--- src/rtl/filter_pkg.sv ---
// filter_pkg: shared constants, feeder state encoding and window byte-pack helpers
package filter_pkg;
  localparam int PIX_W = 8;
  localparam int NTAPS = 8;
  localparam int LPAD = NTAPS / 2 - 1;
  localparam int RPAD = NTAPS / 2;
  localparam int WIN_W = NTAPS * PIX_W;
  localparam int CNT_W = $clog2(RPAD + 1);
  localparam logic [CNT_W-1:0] RPAD_C = CNT_W'(RPAD);
  typedef enum logic [1:0] {IDLE, RUN, FLUSH} state_e;
  function automatic logic [PIX_W-1:0] win_byte(input logic [WIN_W-1:0] w, input int j);
    return w[j*PIX_W +: PIX_W];
  endfunction
  function automatic logic [WIN_W-1:0] win_shift(input logic [WIN_W-1:0] w, input logic [PIX_W-1:0] p);
    return {p, w[WIN_W-1:PIX_W]};
  endfunction
endpackage

--- src/rtl/filter_tap_window.sv ---
// filter_tap_window: NTAPS-deep sample register with load-all and shift-in, packed byte j = tap j
module filter_tap_window
  import filter_pkg::*;
(
  input  logic             clk,
  input  logic             rst,
  input  logic             load,
  input  logic             shift,
  input  logic [PIX_W-1:0] din,
  output logic [WIN_W-1:0] taps
);
  logic [WIN_W-1:0] taps_q, taps_d;
  always_comb taps_d = load ? {NTAPS{din}} : shift ? win_shift(taps_q, din) : taps_q;
  always_ff @(posedge clk) taps_q <= rst ? '0 : taps_d;
  assign taps = taps_q;
endmodule

--- src/rtl/filter_line_feeder.sv ---
// filter_line_feeder: streams one edge-replicated NTAPS-sample window per pixel of each input line
module filter_line_feeder
  import filter_pkg::*;
(
  input  logic             clk,
  input  logic             rst,
  input  logic [PIX_W-1:0] pix_in,
  input  logic             pix_valid,
  input  logic             pix_last,
  output logic             pix_ready,
  output logic [WIN_W-1:0] win_pix,
  output logic             win_valid,
  output logic             win_first,
  output logic             win_last,
  input  logic             win_ready
);
  state_e state_q, state_d;
  logic [CNT_W-1:0] s_q, s_d, f_q, f_d, s_inc, f_inc;
  logic emitted_q, emitted_d;
  logic [WIN_W-1:0] win_pix_q, win_pix_d, taps;
  logic win_valid_q, win_valid_d, win_first_q, win_first_d, win_last_q, win_last_d;
  logic adv, acc, load, shift, emit, flush_end;
  logic [PIX_W-1:0] shift_in;
  filter_tap_window u_taps (
    .clk  (clk),
    .rst  (rst),
    .load (load),
    .shift(shift),
    .din  (shift_in),
    .taps (taps)
  );
  always_comb begin
    adv = !win_valid_q || win_ready;
    pix_ready = !rst && adv && state_q != FLUSH;
    acc = pix_valid && pix_ready;
    load = acc && state_q == IDLE;
    shift = state_q == FLUSH ? adv : acc && state_q == RUN;
    shift_in = state_q == FLUSH ? win_byte(taps, NTAPS - 1) : pix_in;
    s_inc = s_q == RPAD_C ? s_q : s_q + CNT_W'(1);
    f_inc = f_q + CNT_W'(1);
    emit = shift && s_inc == RPAD_C;
    flush_end = shift && state_q == FLUSH && f_inc == RPAD_C;
    s_d = load ? '0 : shift ? s_inc : s_q;
    f_d = state_q != FLUSH ? '0 : shift ? f_inc : f_q;
    emitted_d = load ? 1'b0 : emitted_q || emit;
    state_d = load ? (pix_last ? FLUSH : RUN) : acc && pix_last ? FLUSH : flush_end ? IDLE : state_q;
    win_valid_d = adv ? emit : win_valid_q;
    win_first_d = adv ? emit && !emitted_q : win_first_q;
    win_last_d = adv ? emit && flush_end : win_last_q;
    win_pix_d = emit ? win_shift(taps, shift_in) : win_pix_q;
  end
  always_ff @(posedge clk) begin
    if (rst) begin
      state_q <= IDLE;
      s_q <= '0;
      f_q <= '0;
      emitted_q <= 1'b0;
      win_pix_q <= '0;
      win_valid_q <= 1'b0;
      win_first_q <= 1'b0;
      win_last_q <= 1'b0;
    end else begin
      state_q <= state_d;
      s_q <= s_d;
      f_q <= f_d;
      emitted_q <= emitted_d;
      win_pix_q <= win_pix_d;
      win_valid_q <= win_valid_d;
      win_first_q <= win_first_d;
      win_last_q <= win_last_d;
    end
  end
  assign win_pix = win_pix_q;
  assign win_valid = win_valid_q;
  assign win_first = win_first_q;
  assign win_last = win_last_q;
endmodule
--- config.mk ---
export PLATFORM = sky130hd
export DESIGN_NAME = filter_line_feeder
export DESIGN_NICKNAME = d
export VERILOG_FILES = /design/src/rtl/filter_pkg.sv /design/src/rtl/filter_tap_window.sv /design/src/rtl/filter_line_feeder.sv
export SDC_FILE = /design/constraint.sdc
export NUM_CORES = 1
export LEC_CHECK = 0
export CORE_UTILIZATION = 40
export CTS_CLUSTER_DIAMETER = 30
export DETAILED_ROUTE_END_ITERATION = 12
export GPL_TIMING_DRIVEN = 0
export PLACE_DENSITY_LB_ADDON = 0.08
export SLEW_MARGIN = 30
export SYNTH_ARGS = -nofsm -noshare
export SYNTH_HDL_FRONTEND = slang
export SYNTH_SLANG_ARGS = --single-unit
--- constraint.sdc ---
create_clock -name clk -period 6.1 [get_ports clk]
set_clock_uncertainty 0.1 [all_clocks]
set_input_delay 1.22 -clock clk [delete_from_list [all_inputs] [get_ports clk]]
set_output_delay 1.22 -clock clk [all_outputs]
set_load 0.01 [all_outputs]
==> impl_metrics.py <==
metrics = {
    "critical_path": {
        "critical_path_rt_ns": 4.78,
        "critical_path.max_fanout": 10,
        "cp_slowest_stage_delay_ns": 0.54,
        "startpoint_type": "input port",
        "timing.setup.critical_path_class": "input port to output pin",
        "worstSetupEndpointType": "output pin",
        "critical_path_cell_list": "clkdlybuf4s50_1 > clkbuf_1 > clkbuf_1 > nor3_1 > clkdlybuf4s50_1",
        "critical_path.slowest_cell": "clkdlybuf4s50_1",
        "worst-endpoint-arrival_ns": 3.38,
    },
    "logic_synthesis": {
        "synthesized_instance_count": 619,
        "post_synth_num_cell_types": 37,
        "syn_nets": 636,
        "synthesis.yosys.warnings": 0,
        "synth_seq_area_share_pct": 50.89,
        "synth.avg_cell_area_um2": 8.388,
        "synth-async-reset-ratio_pct": 0,
        "synth-edff-count": 0,
        "top_ff_cell_synth": "dfxtp_1",
        "ys_seq_elements": 132,
        "syn-cell-area_mm2": 0.005192,
    },
    "timing": {
        "finalWorstSetupSlack_ns": 1.396,
        "hold_viol_final": 0,
        "max_freq_ghz": 0.2126,
        "final_max_slew_viol_count": 0,
        "worst-slew-pin-transition_ns": 0.9588,
        "grt_setup_unrepaired": "no",
        "timing.final.setup_violations": 0,
        "max-slew-margin-rel_pct": 36.08,
        "period_needed_ns": 4.704,
        "setup_total_negative_slack_ns": 0,
        "post-route-period-util_pct": 77.12,
    },
    "placed_design": {
        "placedCellCount": 871,
        "finalWeightedCongestion": 0.8558,
        "placement.cell_area_mm2": 0.006212,
        "place_worst_setup_slack_ns": 1.399,
        "portBuffers": 80,
        "detailedPlacementHpwl_um": 10630,
    },
    "floorplanning": {
        "design.core.area_mm2": 0.01262,
        "starting_density_of_the_core_pct": 41.15,
        "die_y_um": 115.9,
        "die_w_um": 115.9,
        "top_level_ports": 81,
        "placement_rows": 41,
        "die_area_mm2": 0.01344,
    },
    "power_and_ir_drop": {
        "power.clock.fraction_pct": 44.2,
        "power_density_mw_per_mm2": 292.6,
        "comb_power_share_pct": 8.2,
        "ir_drop_mv": 0.1549,
        "seq_power_share_pct": 47.6,
        "power_switching_share_pct": 25.08,
        "p_leak_uw": 0.002296,
        "power_switching_uw": 492.1,
        "power.total_uw": 1962,
        "p_int_uw": 1470,
    },
    "cells_and_area": {
        "area_growth_pct": 29.13,
        "filler_free_cell_count_of_the_finished_design": 901,
        "post_layout_nets": 735,
        "fillerInstances": 1242,
        "final_layout_size_suffix_gt1_share_pct": 7.819,
        "antennaDiodeCount": 0,
        "finish.instance_area_mm2": 0.006705,
    },
    "cts": {
        "tritoncts_clock_tree": "yes",
        "worstSkewPairLatency_ns": 0.41,
        "cts_setup_buffers": 0,
        "cts_hold_bufs": 0,
        "h-tree-depth": 4,
        "post_cts_resized": 0,
        "clkTransAtPathRegs_ns": 0.05,
        "cts_max_path_buffers": 2,
        "root_buffer": "clkbuf_16",
        "cts_made_buffers": 17,
        "cts_num_sinks": 132,
    },
    "routing": {
        "average_via_count_per_standard_cell": 5.381,
        "drc": 0,
        "route.vias.total": 4848,
        "drt_first_iter_violations": 327,
        "wire_per_inst_um": 16.77,
        "detail-route-antenna-nets": 0,
        "wirelength_um": 15110,
        "drt-pass1-iter-count": 5,
    },
    "grt": {
        "groute.usage.overall_pct": 24.04,
        "grt_max_degree": 17,
        "gr-total-overflow": 0,
        "first_global_vias": 4612,
        "number_of_antenna_violations_at_the_first_check_in_global_routing": 0,
        "grt_pass1_wl_um": 24140,
    },
    "hold_path": {
        "min-delay-path-class": "register to register",
    },
    "outcome": {
        "result_of_the_run": "completed",
    },
    "job": {
        "max_cap_viol_count": 0,
    },
}
area by class of cell:
| type | count | area (um^2) | share of cell area [%] |
|---|---|---|---|
| Sequential cell | 132 | 2643 | 39.41 |
| Multi-Input combinational cell | 424 | 2273 | 33.91 |
| Timing Repair Buffer | 80 | 800.8 | 11.94 |
| Clock buffer | 23 | 457.9 | 6.830 |
| Buffer | 58 | 261.5 | 3.900 |
| Tap cell | 172 | 215.2 | 3.210 |
| Clock inverter | 7 | 35.03 | 0.5225 |
| Inverter | 5 | 18.77 | 0.2799 |
critical path: cells and delay by family:
kind | cells | cell delay (ns)
buf+inv | 4 | 2.02
simple gates | 1 | 0.13
placed cells by master (no fill, tap or decap), types with 7 or more instances in the layout:
master / n
mux2i_1: 10
o21ai_1: 9
a21oi_1: 117
clkbuf_16: 17
o21ai_0: 102
nand3_1: 57
clkdlybuf4s50_1: 80
buf_2: 12
nand2_1: 52
nor3_1: 22
clkbuf_1: 42
clkinv_2: 7
nor2_1: 14
dfxtp_1: 132
mux2_2: 8
metrics by stage:
stage                     hold WS, ns  utilization, %
after CTS                      0.3615           53.13
after global placement         0.3463           49.20
final                          0.3608           53.13
after detailed placement       0.3537           49.23
after floorplan                0.3363               -
after global routing           0.3833           53.13
final timing paths:
kind	startpoint	to	cells past startpoint	slack, ns
max	rst	pix_ready	5	1.40
min	emitted_q	emitted_q	2	0.36
min reg2reg	emitted_q	emitted_q	2	0.36
max reg2reg	s_q[0]	win_pix[1]	8	3.46
sequential cells by signal (all words and copies together), names as in the netlist:
name / count
s_q: 3
win_pix: 64
win_valid: 1
win_last: 1
f_q: 3
state_q: 2
u_taps.taps: 56
emitted_q: 1
win_first: 1
logic make-up after synthesis:
| logic type | after synthesis | synth area share, % |
|---|---|---|
| multiplexers | 18 | 3.663 |
| XOR/XNOR | 4 | 0.6748 |
| AND/OR/NAND/NOR | 158 | 14.46 |
| AO/OA/AOI/OAI | 240 | 23.95 |
| adder cells (fa/ha/maj) | 4 | 0.9639 |
| buffers and inverters | 63 | 5.398 |
| flip-flops | 132 | 50.89 |
cell usage after synthesis (2+ instances only):
| cell | count | share of area, % |
|---|---|---|
| o211ai_1 | 3 | 0.43 |
| nand2_1 | 52 | 3.8 |
| or4bb_1 | 2 | 0.43 |
| dfxtp_1 | 132 | 51 |
| inv_1 | 5 | 0.36 |
| nor2b_1 | 2 | 0.24 |
| clkbuf_2 | 2 | 0.19 |
| nor3_1 | 22 | 2.1 |
| nand2b_1 | 3 | 0.36 |
| o21ai_0 | 103 | 9.9 |
| mux2_2 | 8 | 1.7 |
| or3_1 | 2 | 0.24 |
| nor2_1 | 14 | 1.0 |
| nand3_1 | 57 | 5.5 |
| xnor2_1 | 2 | 0.34 |
| ha_1 | 4 | 0.96 |
| mux2i_1 | 10 | 1.9 |
| buf_2 | 12 | 1.2 |
| clkbuf_1 | 37 | 2.7 |
| a21oi_1 | 117 | 11 |
| xor2_1 | 2 | 0.34 |
| o21ai_1 | 9 | 0.87 |
| buf_4 | 5 | 0.72 |
metal layers:
metal | vias to the layer above | share of wire [%] | GRT usage [%]
met5 | - | 0 | 0
met4 | 0 | 2.4 | 10.60
met3 | 26 | 5.3 | 5.387
met2 | 142 | 45 | 36.71
met1 | 2280 | 47 | 32.50
li1 | 2400 | - | -
power by group through the flow:
| stage | Sequential (uW) | Combinational, uW | Clock [uW] |
|---|---|---|---|
| global route | 937 | 179 | 921 |
| detailed placement | 950 | 158 | 0 |
| floorplan | 936 | 106 | 0 |
| CTS | 932 | 159 | 881 |
| finish | 933 | 161 | 868 |
| global placement | 950 | 155 | 0 |
Note: power is estimated with default switching activity, not from simulation.
